--- src/rtl/frame_buf_owner_sched.sv ---
// Frame-buffer write-port ownership scheduler: alternates the shared BRAM write
// port between the camera capture writer and the Gaussian filter writer.
module frame_buf_owner_sched #(
    parameter int unsigned FRAME_PIXELS   = 76800,
    parameter int unsigned ADDR_W         = 18,
    parameter int unsigned GUARD_CYCLES   = 4,
    parameter int unsigned TIMEOUT_CYCLES = 1048576
) (
    input  logic              clk,
    input  logic              rst_n,
    input  logic              enable,
    input  logic              cam_vsync,
    input  logic              cam_wea,
    input  logic              gauss_done,
    output logic              mux_ctrl,
    output logic              cam_capture_en,
    output logic              gauss_start,
    output logic [ADDR_W-1:0] pix_count,
    output logic [15:0]       frame_done_cnt,
    output logic [7:0]        drop_cnt,
    output logic              timeout_err,
    output logic [2:0]        state_dbg
);

    localparam int unsigned GW = (GUARD_CYCLES > 1) ? $clog2(GUARD_CYCLES) : 1;
    localparam int unsigned TW = $clog2(TIMEOUT_CYCLES);
    localparam logic [GW-1:0]     GUARD_LAST   = GW'(GUARD_CYCLES - 1);
    localparam logic [TW-1:0]     TIMEOUT_LAST = TW'(TIMEOUT_CYCLES - 1);
    localparam logic [ADDR_W-1:0] PIX_LAST     = ADDR_W'(FRAME_PIXELS - 1);

    typedef enum logic [2:0] {
        IDLE    = 3'd0,
        CAPTURE = 3'd1,
        GUARD_C = 3'd2,
        FILTER  = 3'd3,
        GUARD_G = 3'd4
    } stateT;

    stateT         state;
    stateT         nextState;
    logic          vsyncQ;
    logic          vsyncEdge;
    logic          frameLast;
    logic [GW-1:0] guardCnt;
    logic [TW-1:0] toCnt;
    logic          guardDone;
    logic          timedOut;
    logic          filterOk;
    logic          muxNext;
    logic          capEnNext;
    logic          gaussStartNext;

    assign vsyncEdge = cam_vsync & ~vsyncQ;
    assign frameLast = cam_wea && (pix_count == PIX_LAST);
    assign guardDone = (guardCnt == GUARD_LAST);
    assign timedOut  = (toCnt == TIMEOUT_LAST);
    assign state_dbg = state;

    always_ff @(posedge clk or negedge rst_n) begin
        if (!rst_n) begin
            state <= IDLE;
        end else begin
            state <= nextState;
        end
    end

    always_comb begin
        nextState = state;
        case (state)
            IDLE:    if (vsyncEdge && enable) nextState = CAPTURE;
            // A completing strobe wins over both enable loss and a new vsync.
            CAPTURE: begin
                if (frameLast)    nextState = GUARD_C;
                else if (!enable) nextState = IDLE;
            end
            GUARD_C: if (guardDone) nextState = FILTER;
            FILTER:  if (gauss_done || timedOut) nextState = GUARD_G;
            GUARD_G: if (guardDone) nextState = IDLE;
            default: nextState = IDLE;
        endcase
    end

    // Outputs are computed from the upcoming state so they register in step with it.
    always_comb begin
        muxNext        = (nextState == IDLE) || (nextState == CAPTURE) || (nextState == GUARD_C);
        capEnNext      = (nextState == CAPTURE);
        gaussStartNext = (state == GUARD_C) && (nextState == FILTER);
    end

    always_ff @(posedge clk or negedge rst_n) begin
        if (!rst_n) begin
            mux_ctrl       <= 1'b1;
            cam_capture_en <= 1'b0;
            gauss_start    <= 1'b0;
        end else begin
            mux_ctrl       <= muxNext;
            cam_capture_en <= capEnNext;
            gauss_start    <= gaussStartNext;
        end
    end

    always_ff @(posedge clk or negedge rst_n) begin
        if (!rst_n) begin
            vsyncQ   <= 1'b0;
            guardCnt <= '0;
            toCnt    <= '0;
        end else begin
            vsyncQ <= cam_vsync;
            if ((state == GUARD_C || state == GUARD_G) && nextState == state) begin
                guardCnt <= guardCnt + 1'b1;
            end else begin
                guardCnt <= '0;
            end
            if (state == FILTER && nextState == FILTER) begin
                toCnt <= toCnt + 1'b1;
            end else begin
                toCnt <= '0;
            end
        end
    end

    always_ff @(posedge clk or negedge rst_n) begin
        if (!rst_n) begin
            pix_count <= '0;
        end else begin
            case (state)
                IDLE: if (vsyncEdge && enable) pix_count <= '0;
                CAPTURE: begin
                    if (frameLast)      pix_count <= pix_count + 1'b1;
                    else if (!enable)   pix_count <= '0;
                    else if (vsyncEdge) pix_count <= '0;
                    else if (cam_wea)   pix_count <= pix_count + 1'b1;
                end
                default: pix_count <= pix_count;
            endcase
        end
    end

    always_ff @(posedge clk or negedge rst_n) begin
        if (!rst_n) begin
            drop_cnt       <= '0;
            frame_done_cnt <= '0;
            timeout_err    <= 1'b0;
            filterOk       <= 1'b0;
        end else begin
            if (vsyncEdge && drop_cnt != '1 &&
                ((state == CAPTURE && enable && !frameLast) ||
                 state == GUARD_C || state == FILTER || state == GUARD_G)) begin
                drop_cnt <= drop_cnt + 1'b1;
            end
            if (state == FILTER && nextState == GUARD_G) begin
                filterOk <= gauss_done;
                if (!gauss_done) timeout_err <= 1'b1;
            end
            if (state == GUARD_G && guardDone && filterOk && frame_done_cnt != '1) begin
                frame_done_cnt <= frame_done_cnt + 1'b1;
            end
        end
    end

endmodule
--- config.mk ---
export PLATFORM = sky130hd
export DESIGN_NAME = frame_buf_owner_sched
export DESIGN_NICKNAME = d
export VERILOG_FILES = /design/src/rtl/frame_buf_owner_sched.sv
export SDC_FILE = /design/constraint.sdc
export NUM_CORES = 1
export LEC_CHECK = 0
export ABC_AREA = 1
export BUFFER_PORTS_ARGS = -buffer_cell sky130_fd_sc_hd__buf_2
export CAP_MARGIN = 20
export CORE_AREA = 2 2 87 89
export DETAILED_ROUTE_END_ITERATION = 16
export DIE_AREA = 0 0 89 91
export PLACE_DENSITY = 0.79
export SETUP_SLACK_MARGIN = 0.15
export SYNTH_ARGS = -nofsm -noshare
export SYNTH_HDL_FRONTEND = slang
export SYNTH_SLANG_ARGS = --single-unit
--- constraint.sdc ---
create_clock -name clk -period 2.2 [get_ports clk]
set_input_delay 0.44 -clock clk [delete_from_list [all_inputs] [get_ports clk]]
set_output_delay 0.44 -clock clk [all_outputs]
set_load 0.005 [all_outputs]
== Word level (Yosys, flattened, before mapping) ==
Index checks and enable logic that the tools add are counted.
Word-level totals
  flip-flop bits (word level): 73
  output and inout bits: 49
  word-level logic and storage cells: 77
Operators by class
  $add $sub $neg: 5
  equal/unequal tests: 16
  muxes and demuxes: 15
  bitwise operators: 3
  reduce and logical (&&, ||, !) cells: 26
Operators by type and width (count)
  $mux 18: 5
  $pmux 18 s2: 1
  $add 20x1->20 const B: 1
  $eq 20x20->1 const B: 1
  $mux 20: 1
  $add 18x1->18 const B: 1
  $eq 18x17->1 const B: 1
  $mux 3: 6
  $add 16x1->16 const B: 1
  $ne 16x16->1 const B: 1
  $pmux 3 s5: 1
  $logic_and 1x1->1: 13
  $eq 3x2->1 const B: 4
  $add 8x1->8 const B: 1
  $ne 8x8->1 const B: 1
  $logic_or 1x1->1: 7
  $eq 3x1->1 const B: 2
  $eq 3x3->1 const B: 2
  $logic_not 3->1: 2
  $ne 5x5->1 const B: 1
  $eq 3x3->1: 1
  $reduce_and 3->1: 1
  $add 2x1->2 const B: 1
  $eq 2x2->1 const B: 1
  other kinds (7): 8

== Logic depth before layout (Yosys ltp) ==
Gate-level depths: netlist of run 1.
  depth in word-level cells: 8
  depth in mapped cells: 11

== Worst setup path after synthesis of run 1 ==
No wires, ideal clock.
  kind: reg2reg
  start point: register pix_count[0]
  end point: register drop_cnt[2]
  setup time: 123 ps
  arrival time: 1505 ps
  data required time: 2077 ps
  setup slack: 572 ps
  stages on the path, launching flop included: 10
  path buffers: 1
  clock period less this slack: 1628 ps
  cells stage by stage: dfrtp_1 ha_1 nand2_2 nor3_4 nand3_2 nand2_2 nand3_2 nand2_4 buf_12 o21ai_1
On the way
  longest elaborated chain between the ends: 8
RTL lines
  from (decl): line 18  | output logic [ADDR_W-1:0] pix_count,
  from (signal assigned): line 129  | if (frameLast) pix_count <= pix_count + 1'b1;
  from (signal assigned): line 132  | else if (cam_wea) pix_count <= pix_count + 1'b1;
  from (signal assigned): line 134  | default: pix_count <= pix_count;
  $eq 18x17->1: line 54  | assign frameLast = cam_wea && (pix_count == PIX_LAST);
  $logic_and 1x1->1: line 54
  $logic_not 1->1: line 147  | ((state == CAPTURE && enable && !frameLast) ||
  $logic_and 1x1->1: line 147
  $logic_or 1x1->1: line 147
  $logic_or 1x1->1 (2 in a row): line 148  | state == GUARD_C || state == FILTER || state == GUARD_G)) begin
  $logic_and 1x1->1: line 146  | if (vsyncEdge && drop_cnt != '1 &&
  to (signal assigned): line 149  | drop_cnt <= drop_cnt + 1'b1;
  to (decl): line 20  | output logic [7:0] drop_cnt,
Every way passes these cells.
A chain may end at the register's enable or synchronous reset.

== Worst setup path in the final report of run 1 ==
  start point: register pix_count[0]
  end point: register drop_cnt[3]
Same word-level chain as after synthesis.

==> impl_metrics.env, run 1 <==
export IMPL_status="finished, final reports clean"
export IMPL_hold_depth=1
export IMPL_drive_gt1_share_pct=19.4
export IMPL_slew_limit_headroom_pct=67.5
export IMPL_yosys_area_top_type="dfrtp_1"
export IMPL_grt_max_degree=40
export IMPL_timing_final_crit_share_pct=84.3
export IMPL_clk_latency_ns=0.34
export IMPL_hp_start="cam_vsync"
export IMPL_ys_seq_elements=73
export IMPL_rsz0062_at_grt="no"
export IMPL_internal_power_mw=2.22
export IMPL_cts_sinks=73
export IMPL_postSynthAreaPerCell_um2=7.90
export IMPL_layout_nets=594
export IMPL_synth_top_area_share_pct=44.2
export IMPL_synth_ff_type="dfrtp_1"
export IMPL_ant_nets=0
export IMPL_reg2reg_depth=10
export IMPL_grt_pass1_vias=3526
export IMPL_synth_edf_count=0
export IMPL_p_leak_nw=2.38
export IMPL_num_fill_cells=631
export IMPL_synth_area_um2=4080
export IMPL_rrSetupSlack_ns=0.35
export IMPL_areaGrowthSynthToFinish_pct=16.3
export IMPL_final_min_clock_period_ns=1.85
export IMPL_vias=3593
export IMPL_async_flop_share_pct=100
export IMPL_finalSetupTns_ns=0
export IMPL_initial_core_util_pct=57.1
export IMPL_synth_distinct_cells=36
export IMPL_dp_hpwl_um=6550
export IMPL_worstSetupPathType="flip-flop to flip-flop"
export IMPL_hold_class="input pin to flip-flop"
export IMPL_ys_seq_area_share_pct=44.9
export IMPL_post_route_util_pct=66.4
export IMPL_r2r_end="drop_cnt[3]$_DFFE_PN0P_"
export IMPL_gr_total_overflow=0
export IMPL_power_frac_comb_pct=8.6
export IMPL_cts_buffers=9
export IMPL_root_buffer="clkbuf_8"
export IMPL_clkPwrFrac_pct=42.2
export IMPL_multi_input_area_um2=1940
export IMPL_antenna_found_initial=0
export IMPL_htreeDepth=3
export IMPL_final_max_slew_violation_count=0
export IMPL_initialDrtViolationCount=194
export IMPL_irDropWorstVdd_uv=472
export IMPL_yosys_warnings=0
export IMPL_final_common_cell="nand2_1"
export IMPL_switchingPower_mw=0.703
export IMPL_dieWidth_um=89
export IMPL_grt_use_total_pct=24.0
export IMPL_clockBufferDepth=2
export IMPL_crit_required_ns=2.44
export IMPL_cp_end_kind="flip-flop"
export IMPL_grt_pass1_wl_um=15400
export IMPL_hold_viol=0
export IMPL_die_h_um=91
export IMPL_mostFrequentLayoutCells="120 x nand2_1, 72 x dfrtp_1, 70 x inv_1"
export IMPL_wirelength_um=8830
export IMPL_via_per_inst=5.23
export IMPL_dieArea_um2=8100
export IMPL_yosys_top_cells_area="dfrtp_1 44%, nand2_1 11%, inv_1 6.4%, nor2_1 5.9%, nand3_1 5.0%"
export IMPL_cap_viol_max_count=0
export IMPL_setup_violations=0
export IMPL_p_per_area_nw_per_um2=616
export IMPL_start_kind="flip-flop"
export IMPL_core_area_um2=7140
export IMPL_regArea_um2=1830
export IMPL_drc=0
export IMPL_synth_nets=527
export IMPL_io_pins=55
export IMPL_fin_worst_skew_ns=0.00730
export IMPL_r2r_start="pix_count[0]$_DFFE_PN0P_"
export IMPL_synthCells=516
export IMPL_power_frac_seq_pct=49.3
export IMPL_wl_per_cell_um=12.8
export IMPL_firstDrtPassIters=5
export IMPL_cp_max_fo=12
export IMPL_cts_tree="yes"
export IMPL_arrival_ns=2.09
export IMPL_routabilityCongestion=0.927
export IMPL_diodes=0
export IMPL_numPortBuffers=54
export IMPL_clk_pin_slew_ns=0.07
export IMPL_fmax_mhz=539
export IMPL_holdPathEnd="vsyncQ$_DFF_PN0_"
export IMPL_row_count=31
export IMPL_p_sw_share_pct=24.1
export IMPL_tightest_slew_ns=0.488
-- registers in the layout, indices dropped and copies added, names as in the netlist --
register        flops
state_dbg           3
guardCnt            2
filterOk            1
gauss_start         1
frame_done_cnt     16
mux_ctrl            1
cam_capture_en      1
drop_cnt            8
timeout_err         1
pix_count          18
toCnt              20
vsyncQ              1
-- power by group through the flow --
stage	Clock, mW	Combinational [mW]	Sequential, mW
2_1_floorplan	0	0.144	1.46
3_3_place_gp	0	0.246	1.46
3_5_place_dp	0	0.251	1.46
4_1_cts	1.26	0.253	1.44
5_1_grt	1.32	0.286	1.45
6_report	1.23	0.250	1.44
-- synth_stat cells (2+ instances only) --
library cell  count
inv_2             2
a21oi_1           8
o31ai_1           2
o21ai_2           2
nor3b_1           2
nor3_1           11
ha_1              5
nor2_1           64
nor2_2            3
nand2_2          12
nand4_1          18
buf_2             5
dfrtp_1          72
o21bai_1          3
xnor2_1          17
o21ai_1           7
nor3_2            3
o21ai_0          11
inv_1            70
nand3_2           7
xor2_1           18
nand3_1          41
nand2_1         120
-- metrics by stage --
stage | cells | hold slack (ns) | instance area, um^2 | power [mW] | setup slack, ns
after floorplan | 516 | 0.144 | 4080 | 1.61 | 0.572
after global placement | 669 | 0.246 | 4470 | 1.71 | 0.371
after detailed placement | 669 | 0.248 | 4470 | 1.71 | 0.242
after CTS | 686 | 0.196 | 4720 | 2.95 | 0.235
after global routing | 687 | 0.198 | 4740 | 3.06 | 0.185
final | 687 | 0.216 | 4740 | 2.92 | 0.345
-- routing by layer --
metal | global-route usage [%] | wire length, um
met4 | 6.84 | 87
met5 | 0 | 0
met2 | 39.2 | 4450
met3 | 5.27 | 411
met1 | 31.9 | 3880
-- cell type report --
type	count	area share, %
flip-flops and latches	73	38.6
multi-input cells	364	40.9
clock inverters	4	1.56
repair buffers	63	7.18
well taps	99	2.61
inverters	72	5.75
clock buffers	12	3.48
-- how the worst max path moves through the flow --
stage | start | depth (start not counted) | end | slack, ns
finish | pix_count[0]$_DFFE_PN0P_ | 10 | drop_cnt[3]$_DFFE_PN0P_ | 0.35
global route | pix_count[1]$_DFFE_PN0P_ | 10 | drop_cnt[4]$_DFFE_PN0P_ | 0.19
CTS | pix_count[1]$_DFFE_PN0P_ | 10 | drop_cnt[0]$_DFFE_PN0P_ | 0.23
detailed placement | pix_count[1]$_DFFE_PN0P_ | 10 | drop_cnt[0]$_DFFE_PN0P_ | 0.24
global placement | pix_count[0]$_DFFE_PN0P_ | 10 | drop_cnt[0]$_DFFE_PN0P_ | 0.37
floorplan | pix_count[0]$_DFFE_PN0P_ | 9 | drop_cnt[2]$_DFFE_PN0P_ | 0.57
-- cells by family after synthesis --
logic type	count (synthesis)	share of synthesized area (%)
AO/OA/AOI/OAI	36	5.04
XOR/XNOR	35	7.52
adder cells (fa/ha/maj)	5	1.54
buffers and inverters	79	7.92
flip-flops	73	44.9
AND/OR/NAND/NOR	288	33.1
-- critical path, cell delays in order (launching register included) --
cell	delay [ns]
dfrtp_1	0.43
ha_4	0.19
nand2_2	0.09
nor3_4	0.31
nand3_2	0.12
nand2_2	0.09
nand3_2	0.08
nand2_4	0.17
inv_1	0.13
nand2_1	0.08
nand2_1	0.05
-- repair_timing --
| action | in CTS | in global routing |
|---|---|---|
| hold buffers | 1 | 0 |
| buffers inserted | 0 | 1 |
| endpoints found under the setup margin | 0 | 11 |
| hold endpoints to repair | 2 | 0 |
| resized for setup | 0 | 3 |
(Power assumes the default switching activity.)
==> run 2, diff against run 1 <==
==> constraint.sdc (replaced) <==
create_clock -name clk -period 1.81 [get_ports clk]
set_input_delay 0.362 -clock clk [delete_from_list [all_inputs] [get_ports clk]]
set_output_delay 0.362 -clock clk [all_outputs]
set_load 0.005 [all_outputs]
==> impl_metrics.env, run 2 (synthesized netlist as in run 1, its figures left out) <==
export IMPL_layout_nets=627
export IMPL_fin_worst_skew_ns=0.00914
export IMPL_cts_buffers=9
export IMPL_fmax_mhz=584
export IMPL_grt_pass1_wl_um=15800
export IMPL_mostFrequentLayoutCells="114 x nand2_1, 65 x dfrtp_1, 64 x inv_1"
export IMPL_startpoint="pix_count[1]$_DFFE_PN0P_"
export IMPL_hold_class="input pin to flip-flop"
export IMPL_arrival_ns=1.97
export IMPL_vias=3871
export IMPL_numPortBuffers=54
export IMPL_p_per_area_nw_per_um2=681
export IMPL_start_kind="flip-flop"
export IMPL_via_per_inst=5.38
export IMPL_cap_viol_max_count=0
export IMPL_clk_pin_slew_ns=0.08
export IMPL_clk_latency_ns=0.35
export IMPL_grt_use_total_pct=24.5
export IMPL_fin_cells=720
export IMPL_irDropWorstVdd_uv=542
export IMPL_cp_slowest_cell="dfrtp_1"
export IMPL_worstPathCellList="ha_4 > nand2_4 > nor3_4 > buf_6 > nand4_4 > nand3_4 > o21ai_1 > a21oi_1"
export IMPL_hold_depth=1
export IMPL_timing_final_crit_share_pct=94.5
export IMPL_place_inst=679
export IMPL_num_fill_cells=554
export IMPL_die_h_um=91
export IMPL_core_area_um2=7140
export IMPL_slew_limit_headroom_pct=66.2
export IMPL_drive_gt1_share_pct=30.0
export IMPL_grt_max_degree=36
export IMPL_setup_violations=0
export IMPL_final_common_cell="nand2_1"
export IMPL_crit_family="simple AND/OR/NAND/NOR gates"
export IMPL_cts_tree="yes"
export IMPL_dp_hpwl_um=6960
export IMPL_final_area_um2=5210
export IMPL_worstSetupPathType="flip-flop to flip-flop"
export IMPL_p_leak_nw=2.58
export IMPL_hold_slack_ns=0.120
export IMPL_final_min_clock_period_ns=1.71
export IMPL_critPathMaxStageDelay_ns=0.40
export IMPL_status="finished, final reports clean"
export IMPL_wirelength_um=10000
export IMPL_cp_max_fo=8
export IMPL_routabilityCongestion=0.854
export IMPL_multi_input_area_um2=2120
export IMPL_areaGrowthSynthToFinish_pct=27.9
export IMPL_io_pins=55
export IMPL_largest_reg_flops=20
export IMPL_grt_pass1_vias=3633
export IMPL_total_power_mw=3.55
export IMPL_regArea_um2=1840
export IMPL_dieArea_um2=8100
export IMPL_dieWidth_um=89
export IMPL_dpl_instance_area_um2=4570
export IMPL_reg2reg_depth=8
export IMPL_initialDrtViolationCount=235
export IMPL_path_buf_inv=1
export IMPL_gr_total_overflow=0
export IMPL_worst_path_stages=8
export IMPL_clockBufferDepth=2
export IMPL_cts_sinks=73
export IMPL_firstDrtPassIters=6
export IMPL_drc=0
export IMPL_root_buffer="clkbuf_8"
export IMPL_antenna_found_initial=0
export IMPL_r2r_start="pix_count[1]$_DFFE_PN0P_"
export IMPL_crit_required_ns=2.07
export IMPL_cp_end_kind="flip-flop"
export IMPL_top_regs="toCnt: 20 flops, pix_count: 18 flops, frame_done_cnt: 16 flops"
export IMPL_hold_viol=0
export IMPL_row_count=31
export IMPL_diodes=0
export IMPL_rsz0062_at_grt="yes"
export IMPL_ant_nets=0
export IMPL_wl_per_cell_um=13.9
export IMPL_tightest_slew_ns=0.507
export IMPL_regMostFlops="toCnt"
export IMPL_final_max_slew_violation_count=0
export IMPL_initial_core_util_pct=57.1
export IMPL_hp_start="cam_vsync"
export IMPL_htreeDepth=3
-- run 2: cell types whose count changed in the layout (fill, tap and decap cells not counted), sizes merged --
cell      previous run  this run
clkinvlp             0         2
clkbuf              12        10
buf                 62        95
-- run 2: where the power goes --
part | internal, mW | switching (mW) | leakage, nW
clock network | 0.781 | 0.642 | 0.103
logic | 0.162 | 0.214 | 1.49
registers | 1.68 | 0.0685 | 0.995
-- run 2: repair_timing --
| item | CTS | global route |
|---|---|---|
| buffers inserted | 2 | 22 |
| hold endpoints to repair | 15 | 0 |
| pin swaps | 2 | 21 |
| endpoints found under the setup margin | 10 | 51 |
| resized for setup | 6 | 59 |
| hold buffers | 1 | 0 |
-- run 2: final timing paths --
path                                                 end  slack, ns
worst max-delay path            pix_count[5]$_DFFE_PN0P_        0.1
worst min-delay path                    vsyncQ$_DFF_PN0_       0.12
worst max register to register  pix_count[5]$_DFFE_PN0P_        0.1
worst min register to register     guardCnt[0]$_DFF_PN0_       0.45
max in group asynchronous             mux_ctrl$_DFF_PN1_       0.73
min in group asynchronous         state_dbg[1]$_DFF_PN0_       0.51
-- run 2: final cells by class --
cell class                 count  area share, %
multi-input combinational    364           40.7
sequential                    73           35.2
timing repair buffer          96           12.2
inverter                      72           5.28
clock buffer                  10           2.45
tap                           99           2.38
clock inverter                 6           1.78
-- run 2: worst register-to-register path, stage by stage, from the launching register on --
cell     delay, ns
dfrtp_1       0.40
ha_4          0.17
nand2_4       0.06
nor3_4        0.26
buf_6         0.15
nand4_4       0.11
nand3_4       0.16
o21ai_1       0.11
a21oi_1       0.20
-- run 2: per-stage QoR --
| stage | setup TNS [ns] | util (%) | worst slack, ns |
|---|---|---|---|
| 2_1_floorplan | 0 | - | 0.182 |
| 3_3_place_gp | 0 | 64.0 | 0.142 |
| 3_5_place_dp | 0 | 64.0 | 0.115 |
| 4_1_cts | 0 | 67.8 | 0.155 |
| 5_1_grt | -0.00331 | 73.0 | -0.00331 |
| 6_report | 0 | 73.0 | 0.0987 |
-- run 2: per-layer routing --
layer | wire length, um | GRT usage [%]
met5 | 0 | 0
met4 | 167 | 7.84
met3 | 616 | 4.09
met2 | 5160 | 42.0
met1 | 4070 | 31.2
